<file path="config.mk">
export PLATFORM = sky130hd
export DESIGN_NAME = food_placer
export DESIGN_NICKNAME = d
export VERILOG_FILES = /design/src/rtl/food_placer.sv
export SDC_FILE = /design/constraint.sdc
export NUM_CORES = 1
export LEC_CHECK = 0
export CAP_MARGIN = 5
export CORE_UTILIZATION = 35
export DETAILED_ROUTE_END_ITERATION = 8
export PLACE_DENSITY = 0.66
export SETUP_SLACK_MARGIN = 0.02
export SLEW_MARGIN = 20
export SYNTH_ARGS = -nofsm -noshare
export SYNTH_HDL_FRONTEND = slang
export SYNTH_SLANG_ARGS = --single-unit
</file>
<file path="constraint.sdc">
create_clock -name i_clk -period 4.2 [get_ports i_clk]
set_clock_uncertainty 0.2 [all_clocks]
set_input_delay 0.84 -clock i_clk [delete_from_list [all_inputs] [get_ports i_clk]]
set_output_delay 0.84 -clock i_clk [all_outputs]
set_load 0.01 [all_outputs]
</file>
<file path="src/rtl/food_placer.sv">
// food_placer: picks the coordinates of the next food cell on request.
// A free-running 16-bit LFSR proposes a candidate cell. The grid is probed
// through a 1-cycle synchronous read port. If the cell is occupied, the
// search walks forward in raster order until it finds an empty cell. If no
// empty cell exists, it reports that the grid is full.
//
// State table:
//   S_IDLE  | waiting for a request; a pending result is held here
//   S_DRAW  | take a candidate from the LFSR, redraw while out of range
//   S_WAIT  | read latency of the grid port
//   S_CHECK | examine the returned cell; finish or advance one cell
//
// Ports:
//   i_clk, i_rst_n        clock, asynchronous active-low reset
//   i_request            one-cycle pulse that starts a search
//   i_entropy            raw button activity, mixed into the LFSR feedback
//   o_rd_v, o_rd_h       grid read address
//   i_rd_block           cell code for the address presented last cycle
//   o_food_v, o_food_h   chosen cell
//   o_food_valid         result is present; held until i_food_accept
//   i_food_accept        consumer takes the result
//   o_grid_full          the last search found no empty cell
//   o_busy               search in progress
module food_placer #(
  parameter int GRID_WIDTH     = 80,
  parameter int GRID_HEIGHT    = 60,
  parameter int BITS_PER_BLOCK = 2,
  parameter logic [BITS_PER_BLOCK-1:0] BLOCK_EMPTY = '0,
  parameter logic [15:0] SEED  = 16'hACE1,
  localparam int VW = (GRID_HEIGHT > 1) ? $clog2(GRID_HEIGHT) : 1,
  localparam int HW = (GRID_WIDTH  > 1) ? $clog2(GRID_WIDTH)  : 1
) (
  input  logic                      i_clk,
  input  logic                      i_rst_n,
  input  logic                      i_request,
  input  logic                      i_entropy,
  output logic [VW-1:0]             o_rd_v,
  output logic [HW-1:0]             o_rd_h,
  input  logic [BITS_PER_BLOCK-1:0] i_rd_block,
  output logic [VW-1:0]             o_food_v,
  output logic [HW-1:0]             o_food_h,
  output logic                      o_food_valid,
  input  logic                      i_food_accept,
  output logic                      o_grid_full,
  output logic                      o_busy
);

  localparam int CELLS = GRID_WIDTH * GRID_HEIGHT;
  localparam int CW    = $clog2(CELLS + 1);

  localparam logic [CW-1:0] LAST_PROBE = CW'(CELLS);
  localparam logic [VW-1:0] V_MAX      = VW'(GRID_HEIGHT - 1);
  localparam logic [HW-1:0] H_MAX      = HW'(GRID_WIDTH - 1);

  typedef enum logic [1:0] {
    S_IDLE  = 2'd0,
    S_DRAW  = 2'd1,
    S_WAIT  = 2'd2,
    S_CHECK = 2'd3
  } state_t;

  state_t          r_state;
  logic [15:0]     r_lfsr;
  logic [VW-1:0]   r_rd_v;
  logic [HW-1:0]   r_rd_h;
  logic [VW-1:0]   r_food_v;
  logic [HW-1:0]   r_food_h;
  logic            r_food_valid;
  logic            r_grid_full;
  logic [CW-1:0]   r_probe_cnt;

  state_t          w_state_nxt;
  logic [15:0]     w_lfsr_nxt;
  logic [VW-1:0]   w_rd_v_nxt;
  logic [HW-1:0]   w_rd_h_nxt;
  logic [VW-1:0]   w_food_v_nxt;
  logic [HW-1:0]   w_food_h_nxt;
  logic            w_food_valid_nxt;
  logic            w_grid_full_nxt;
  logic [CW-1:0]   w_probe_cnt_nxt;

  logic            w_lfsr_fb;
  logic [15:0]     w_lfsr_shift;
  logic [VW-1:0]   w_cand_v;
  logic [HW-1:0]   w_cand_h;
  logic            w_cand_ok;
  logic [VW-1:0]   w_adv_v;
  logic [HW-1:0]   w_adv_h;
  logic [CW-1:0]   w_probe_inc;

  // x^16+x^14+x^13+x^11+1, shifting left; the all-zero lock-up state is
  // escaped by reloading the seed (entropy could otherwise force it).
  assign w_lfsr_fb    = r_lfsr[15] ^ r_lfsr[13] ^ r_lfsr[12] ^ r_lfsr[10] ^ i_entropy;
  assign w_lfsr_shift = {r_lfsr[14:0], w_lfsr_fb};
  assign w_lfsr_nxt   = (w_lfsr_shift == 16'h0000) ? SEED : w_lfsr_shift;

  // Row from the low byte and column from the high byte, so the two
  // coordinates are not taken from overlapping bits.
  assign w_cand_v  = r_lfsr[VW-1:0];
  assign w_cand_h  = r_lfsr[8 +: HW];
  assign w_cand_ok = (w_cand_v <= V_MAX) && (w_cand_h <= H_MAX);

  // Next cell in raster order, wrapping from the last cell to (0,0).
  always_comb begin
    w_adv_v = r_rd_v;
    w_adv_h = r_rd_h + 1'b1;
    if (r_rd_h == H_MAX) begin
      w_adv_h = '0;
      w_adv_v = (r_rd_v == V_MAX) ? '0 : r_rd_v + 1'b1;
    end
  end

  assign w_probe_inc = r_probe_cnt + 1'b1;

  always_comb begin
    w_state_nxt      = r_state;
    w_rd_v_nxt       = r_rd_v;
    w_rd_h_nxt       = r_rd_h;
    w_food_v_nxt     = r_food_v;
    w_food_h_nxt     = r_food_h;
    w_food_valid_nxt = r_food_valid;
    w_grid_full_nxt  = r_grid_full;
    w_probe_cnt_nxt  = r_probe_cnt;

    case (r_state)
      S_IDLE: begin
        // An accept completes even if a request arrives in the same cycle;
        // that request is dropped because a result is still pending.
        if (r_food_valid) begin
          if (i_food_accept) w_food_valid_nxt = 1'b0;
        end else if (i_request) begin
          w_grid_full_nxt = 1'b0;
          w_state_nxt     = S_DRAW;
        end
      end
      S_DRAW: begin
        if (w_cand_ok) begin
          w_rd_v_nxt      = w_cand_v;
          w_rd_h_nxt      = w_cand_h;
          w_probe_cnt_nxt = '0;
          w_state_nxt     = S_WAIT;
        end
      end
      S_WAIT: begin
        w_state_nxt = S_CHECK;
      end
      S_CHECK: begin
        if (i_rd_block == BLOCK_EMPTY) begin
          w_food_v_nxt     = r_rd_v;
          w_food_h_nxt     = r_rd_h;
          w_food_valid_nxt = 1'b1;
          w_state_nxt      = S_IDLE;
        end else begin
          w_probe_cnt_nxt = w_probe_inc;
          if (w_probe_inc == LAST_PROBE) begin
            w_grid_full_nxt = 1'b1;
            w_state_nxt     = S_IDLE;
          end else begin
            w_rd_v_nxt  = w_adv_v;
            w_rd_h_nxt  = w_adv_h;
            w_state_nxt = S_WAIT;
          end
        end
      end
      default: w_state_nxt = S_IDLE;
    endcase
  end

  always_ff @(posedge i_clk or negedge i_rst_n) begin
    if (!i_rst_n) begin
      r_state      <= S_IDLE;
      r_lfsr       <= SEED;
      r_rd_v       <= '0;
      r_rd_h       <= '0;
      r_food_v     <= '0;
      r_food_h     <= '0;
      r_food_valid <= 1'b0;
      r_grid_full  <= 1'b0;
      r_probe_cnt  <= '0;
    end else begin
      r_state      <= w_state_nxt;
      r_lfsr       <= w_lfsr_nxt;
      r_rd_v       <= w_rd_v_nxt;
      r_rd_h       <= w_rd_h_nxt;
      r_food_v     <= w_food_v_nxt;
      r_food_h     <= w_food_h_nxt;
      r_food_valid <= w_food_valid_nxt;
      r_grid_full  <= w_grid_full_nxt;
      r_probe_cnt  <= w_probe_cnt_nxt;
    end
  end

  assign o_rd_v       = r_rd_v;
  assign o_rd_h       = r_rd_h;
  assign o_food_v     = r_food_v;
  assign o_food_h     = r_food_h;
  assign o_food_valid = r_food_valid;
  assign o_grid_full  = r_grid_full;
  assign o_busy       = (r_state != S_IDLE);

endmodule
</file>
======== Yosys cells after proc, flatten, opt, wreduce, memory -nomap -nowiden ========
Index checks and enable logic that the tools add are counted.
storage, ports and cells
  logic and storage cells ................. 76
  output and inout port bits .............. 29
  bits of input ports ..................... 7
  register bits ........................... 59
cells by class
  add/subtract/negate cells ............... 3
  equality and inequality tests ........... 14
  reductions and logical operators ........ 14
  bitwise operators ....................... 4
  $lt $le $gt $ge ......................... 2
  mux-type cells .......................... 30
operator list
  cell                                                              count
  6-bit two-way mux                                                 5
  7-bit two-way mux                                                 4
  13-bit two-way mux                                                2
  13-bit case mux with 2 select lines                               1
  16-bit zero test                                                  1
  16-bit two-way mux                                                1
  2-bit != test (second input constant)                             8
  7-bit case mux with 2 select lines                                1
  13-bit by 1-bit adder with 13-bit output (second input constant)  1
  13-bit equality test (second input constant)                      1
  6-bit case mux with 2 select lines                                1
  2-bit two-way mux                                                 5
  5-bit AND reduction                                               2
  2-bit case mux with 4 select lines                                1
  7-bit by 1-bit adder with 7-bit output (second input constant)    1
  7-bit equality test (second input constant)                       1
  7-bit <= comparator (second input constant)                       1
  1-bit two-way mux                                                 7
  6-bit by 1-bit adder with 6-bit output (second input constant)    1
  6-bit equality test (second input constant)                       1
  6-bit <= comparator (second input constant)                       1
  3-bit AND reduction                                               2
  2-bit nonzero test                                                3
  2-bit equality test (second input constant)                       2
  other kinds (7)                                                   13

======== Logic depth before layout (Yosys ltp) ========
Gate-level depths: netlist (run 1).
  depth after elaboration ................. 6
  gate-level depth with buffers ........... 8
  gate-level depth less buffers ........... 7

======== Worst setup path after synthesis (run 1) ========
No wires, ideal clock.
  kind .................................... input to register
  start ................................... input port i_rd_block[0]
  end ..................................... register r_rd_v[4] (netlist: o_rd_v[4])
  setup time .............................. 125 ps
  path buffers ............................ 1
  path slack .............................. 1,652 ps
  data required time ...................... 3,875 ps
  stages on the path ...................... 7
  arrival ................................. 2,223 ps
  path through ............................ and4bb_2 nor2b_1 nand2_1 o22a_2 buf_6 a21oi_4 mux2_4
on the way
  cells in the longest elaborated chain, start to end .. 3
ends and longest elaborated chain
  what                           RTL line  text
  from (decl)                    39        input logic [BITS_PER_BLOCK-1:0] i_rd_block,
  2-bit zero test                148       if (i_rd_block == BLOCK_EMPTY) begin
  2-bit != test (no line)        n/a
  5-bit AND reduction (no line)  n/a
  to (signal assigned)           183       r_rd_v <= w_rd_v_nxt;
  to (decl)                      64        logic [VW-1:0] r_rd_v;
No other way between the ends.
A chain may end at the register's enable or synchronous reset.

======== Worst setup path after layout (run 1) ========
  start ................................... input port i_rd_block[0]
  end ..................................... register r_rd_v[1] (netlist: o_rd_v[1])
The elaborated chain is that of the path after synthesis.

==> results.toml, run 1 <==
[run_status]
outcome = "finished clean"

[critical_path]
critPathKind = "input port to register"
cp.arrival_ns = 3.20
endpoint_kind = "register"
cpLargestDelayFamily = "simple AND/OR/NAND/NOR gates"
critPathBufInv = 1
critical_path.max_fanout = 15
cp_slowest_cell = "clkdlybuf4s50_1"
path_cells = "clkdlybuf4s50_1, and4bb_2, nor2b_1, nand2_1, o22a_2, a21oi_4, mux2_4"
crit_required_ns = 4.22
cpPeakStageDelay_ns = 0.50
worstSetupStartpointType = "input port"

[synth]
syn_area_mm2 = 0.002982
synth_nets = 331
ys.flop_type = "dfrtp_1"
post_synth_num_cell_types = 52
ys_warn_count = 0
synthCells = 320
ys_seq_area_share_pct = 49.85
synthArstFlopShare_pct = 100.0
synth-seq-cells = 59
yosysTopAreaCell = "dfrtp_1"
yosysTopAreaCellShare_pct = 42.80
synth_edf_count = 0
ys_top_cells_by_area = "dfrtp_1, dfstp_2, nand2_1"
syn_avg_cell_area_um2 = 9.318

[sta]
worst_pin_slew_ns = 1.027
fin_setup_tns_ns = 0
finalCritPeriodShare_pct = 75.57
relSlewSlack_pct = 31.04
whs_ns = 0.1995
hold_violations = 0
max_freq_mhz = 315.1
final.min_clock_period_ns = 3.174
setup_viol = 0
rsz0062_at_grt = "false"
fin_ws_ns = 1.026
drv_slew = 0

[layout]
multi_input_area_mm2 = 0.001393
nets = 361
flow.area_growth_from_synthesis_pct = 21.74
final_core_util_pct = 44.18
finalInstanceArea_mm2 = 0.003630
nFillCells = 804
fin_cells = 460
seqCellArea_mm2 = 0.001486
diodes = 0
drive_above_1_share_pct = 14.08

[clock_tree]
htreeDepth = 3
cts_resized = 0
insertion_delay_ns = 0.33
path_clk_slew_ns = 0.07
cts_tree = "done"
postCtsSetupRepairBufs = 0
cts.sinks = 59
numCtsBuffers = 9
cts_buffer_depth = 2
hold_buffers = 0
cts_root_buf = "clkbuf_8"

[place]
dp_slack_ns = 0.6892
place_inst = 444
place_hpwl_mm = 4.989
place.gp.congestion = 0.8368
placed_area_mm2 = 0.003390
io_buffers = 35

[die]
core_area_mm2 = 0.008217
die_area_mm2 = 0.008892
dieHeight_um = 94.30
io_pins = 36
start_util_pct = 36.29
die_x_um = 94.30
row_count = 33

[detailed_routing]
dr.pass1.iters = 4
antenna_left = 0
drtIter0Drc = 151
wl_per_cell_um = 15.25
num_vias = 2511
drt-total-wl_mm = 7.015
viasPerCell = 5.459
drc = 0

[global_route]
antenna_found_initial = 0
grt_max_degree = 37
overflow = 0
globalRouteTotalUtil_pct = 17.17
grt_pass1_vias = 2380
grt_first_pass_wirelength_mm = 11.72

[power_and_ir_drop]
netSwitchingFraction_pct = 37.96
power_frac_seq_pct = 37.2
clkPwrFrac_pct = 20.5
leakagePower_nw = 1.540
p_comb_share_pct = 42.4
vdd_drop_max_v = 0.0002270
switching_power_mw = 1.145
power_mw = 3.015
p_per_area_mw_per_mm2 = 830.6
internal-power_mw = 1.870

[run]
drv_cap = 0

[worst_hold_path]
min_path_type = "register to register"
[state kept, by name, indices dropped and copies added, names as in the netlist]
register / cells
r_lfsr: 16
r_probe_cnt: 13
o_food_h: 7
o_rd_h: 7
o_food_v: 6
o_rd_v: 6
r_state: 2
o_food_valid: 1
o_grid_full: 1
[final cells by class]
cell class / count / area share, %
Inverter: 7 / 0.7239
Clock inverter: 7 / 3.206
Multi-Input combinational cell: 237 / 38.37
Tap cell: 105 / 3.619
Timing Repair Buffer: 36 / 9.721
Clock buffer: 9 / 3.413
Sequential cell: 59 / 40.95
[worst paths after layout]
kind | from | to | slack [ns] | cells after the start
max reg2reg | r_probe_cnt[0] | o_rd_v[1] | 1.26 | 7
max in group asynchronous | i_rst_n | r_probe_cnt[2] | 2.62 | 2
min | r_lfsr[7] | r_lfsr[8] | 0.20 | 0
max | i_rd_block[0] | o_rd_v[1] | 1.03 | 7
min reg2reg | r_lfsr[7] | r_lfsr[8] | 0.20 | 0
min in group asynchronous | i_rst_n | o_rd_v[3] | 0.38 | 1
[cells in the mapped netlist, types with 2 or more instances]
library cell / n
nor2b_1: 2
mux2_4: 2
ha_1: 4
xnor2_1: 4
a22o_1: 2
nor4_1: 3
inv_1: 7
a31o_2: 2
nor3_1: 6
nand3_1: 12
a2bb2oi_1: 4
o21ai_0: 35
nand2b_1: 2
o31ai_1: 5
nor2_1: 18
and2_1: 5
o22ai_1: 4
or2_2: 11
a22oi_1: 4
dfrtp_1: 51
a21o_1: 3
a31oi_1: 5
clkbuf_1: 14
and3_1: 6
nand4_1: 5
nand2_1: 48
a21oi_1: 21
mux2_2: 4
dfstp_2: 8
[placed cells by master, fill, tap and decap left out, types with 5 or more instances in the layout]
master / n
a31oi_1: 5
nand2_1: 48
nand3_1: 12
clkbuf_8: 9
and2_1: 5
clkdlybuf4s50_1: 34
nand4_1: 5
and3_1: 6
o21ai_0: 35
inv_1: 7
or2_2: 11
o31ai_1: 5
nor2_1: 18
dfrtp_1: 51
a21oi_1: 21
nor3_1: 6
dfstp_2: 8
[cell families after synthesis]
logic type / synth area share [%]
AOI/OAI and AO/OA: 20.06
xor gates and xnor gates: 1.469
adders and majority gates: 1.679
buffers and inverters: 3.441
DFF: 49.85
muxes: 2.518
and+or+nand+nor: 20.98
[power groups by stage]
stage                     Clock (mW)  Sequential, mW  Combinational [mW]
after floorplan                    0            1.09               0.841
after global placement             0            1.12                1.24
after detailed placement           0            1.12                1.27
after CTS                      0.631            1.12                1.28
after global routing           0.662            1.15                1.41
final                          0.617            1.12                1.28
[layer usage]
layer | GRT usage (%) | routed length, um | part of all wire (%) | vias to the layer above
met3 | 2.670 | 341 | 4.9 | 8
met5 | 0 | 0 | 0 | -
met1 | 23.88 | 3375 | 48 | 1216
met4 | 7.564 | 89 | 1.3 | 0
li1 | - | - | - | 1212
met2 | 26.21 | 3210 | 46 | 75
Power figures use the tool's default switching activity.
==> run 2, diff against run 1 <==
clock period = 3.2 ns   (was 4.2 ns; I/O delays follow)
==> run 2 against run 1 <==
  * Wire length rose by 0.51%
  * Cell count is 0.65% higher
  * Die area unchanged
  * Power is 28% higher
  * Hold slack lost 0.070 ns
  * Sequential share of layout area about the same
  * Combinational power up 33%
  * Final area decreased by 0.10%
  * Critical endpoint is now o_rd_v[4]
==> results.toml, run 2 (synthesized netlist as in run 1, its figures left out) <==
[run_status]
outcome = "finished clean"

[power_and_ir_drop]
power_mw = 3.846
vdd_drop_max_v = 0.0002710
leakagePower_nw = 1.540
p_per_area_mw_per_mm2 = 1061

[sta]
rsz0062_at_grt = "false"
max_freq_mhz = 352.4
fin_setup_tns_ns = 0
drv_slew = 0
setup_viol = 0
hold_violations = 0
finalCritPeriodShare_pct = 88.69
worst_pin_slew_ns = 0.7322
relSlewSlack_pct = 50.96
fin_ws_ns = 0.3620
final.min_clock_period_ns = 2.838

[place]
place_hpwl_mm = 5.084
place.gp.congestion = 0.8464
place_inst = 447
io_buffers = 35
placed_area_mm2 = 0.003425
dp_slack_ns = 0.1926

[layout]
final_cell_mix = "dfrtp_1, nand2_1, o21ai_0, clkdlybuf4s50_1, a21oi_1"
finalInstanceArea_mm2 = 0.003626
top_register = "r_lfsr"
flow.area_growth_from_synthesis_pct = 21.61
largestRegisters = "r_lfsr: 16 flops, r_probe_cnt: 13 flops"
largest_reg_flops = 16
drive_above_1_share_pct = 14.80
fin_cells = 463
diodes = 0
final_common_cell = "dfrtp_1"
nets = 364
nFillCells = 806

[critical_path]
cp_slowest_cell = "or4_1"
cpPeakStageDelay_ns = 0.53
worstSetupStartpointType = "register"
path_cells = "ha_1, nand3_2, or4_1, a31oi_1, o22a_2, a21oi_4, mux2_4"
cp.arrival_ns = 2.86
critical_path.max_fanout = 9
critPathKind = "register to register"
endpoint_kind = "register"
crit_required_ns = 3.22

[run]
drv_cap = 0

[global_route]
grt_max_degree = 33
overflow = 0
grt_pass1_vias = 2474
antenna_found_initial = 0
globalRouteTotalUtil_pct = 17.36
grt_first_pass_wirelength_mm = 12.02

[worst_hold_path]
min_path_type = "input port to asynchronous set/reset pin"

[clock_tree]
cts_tree = "done"
path_clk_slew_ns = 0.07
htreeDepth = 3
numCtsBuffers = 9
cts_root_buf = "clkbuf_8"
postCtsSetupRepairBufs = 0
cts.sinks = 59
cts_buffer_depth = 2
hold_buffers = 0
insertion_delay_ns = 0.33
cts_resized = 0

[detailed_routing]
wl_per_cell_um = 15.23
drtIter0Drc = 152
viasPerCell = 5.529
num_vias = 2560
drc = 0
dr.pass1.iters = 4
drt-total-wl_mm = 7.051
antenna_left = 0

[die]
dieHeight_um = 94.30
die_x_um = 94.30
io_pins = 36
row_count = 33
die_area_mm2 = 0.008892
core_area_mm2 = 0.008217
start_util_pct = 36.29
## run 2: worst max-delay path: cells and delay by family (launching register included)
| kind | cells | cell delay (ns) |
|---|---|---|
| and+or+nand+nor | 2 | 0.71 |
| AOI/OAI and AO/OA | 3 | 0.69 |
| DFF | 1 | 0.48 |
| muxes | 1 | 0.33 |
| adders and majority gates | 1 | 0.32 |
## run 2: where the power goes
part           internal [mW]  switching (mW)
registers               1.10           0.372
clock network          0.364           0.312
logic                  0.864           0.837
total                   2.33            1.52
## run 2: metal layers
| metal | vias up | GRT usage [%] | share of wire (%) |
|---|---|---|---|
| met5 | - | 0 | 0 |
| met4 | 0 | 8.462 | 1.7 |
| met3 | 10 | 2.427 | 4.6 |
| met2 | 77 | 26.39 | 45 |
| met1 | 1249 | 24.07 | 48 |
| li1 | 1224 | - | - |
## run 2: per-stage QoR
stage               hold slack, ns  utilization (%)
floorplan                   0.1444                -
global placement            0.1903            41.68
detailed placement          0.1939            41.68
CTS                         0.1426            44.13
global route                0.1720            44.13
finish                      0.1296            44.13
## run 2: cell type report
cell class	instances	area, um^2	area share, %
Sequential cell	59	1486	40.99
Multi-Input combinational cell	237	1393	38.41
Timing Repair Buffer	39	387.9	10.70
Tap cell	105	131.4	3.623
Clock buffer	9	123.9	3.416
Clock inverter	7	77.57	2.139
Inverter	7	26.28	0.7246
## run 2: final timing paths
path | cells after the start | slack, ns | end | startpoint
worst min register to register | 0 | 0.20 | r_lfsr[8] | r_lfsr[7]
min in group i_clk | 0 | 0.20 | r_lfsr[8] | r_lfsr[7]
worst min-delay path | 1 | 0.13 | o_food_v[4] | i_rst_n
worst max register to register | 7 | 0.36 | o_rd_v[4] | r_probe_cnt[0]
max in group asynchronous | 2 | 1.99 | r_lfsr[7] | i_rst_n
worst max-delay path | 7 | 0.36 | o_rd_v[4] | r_probe_cnt[0]
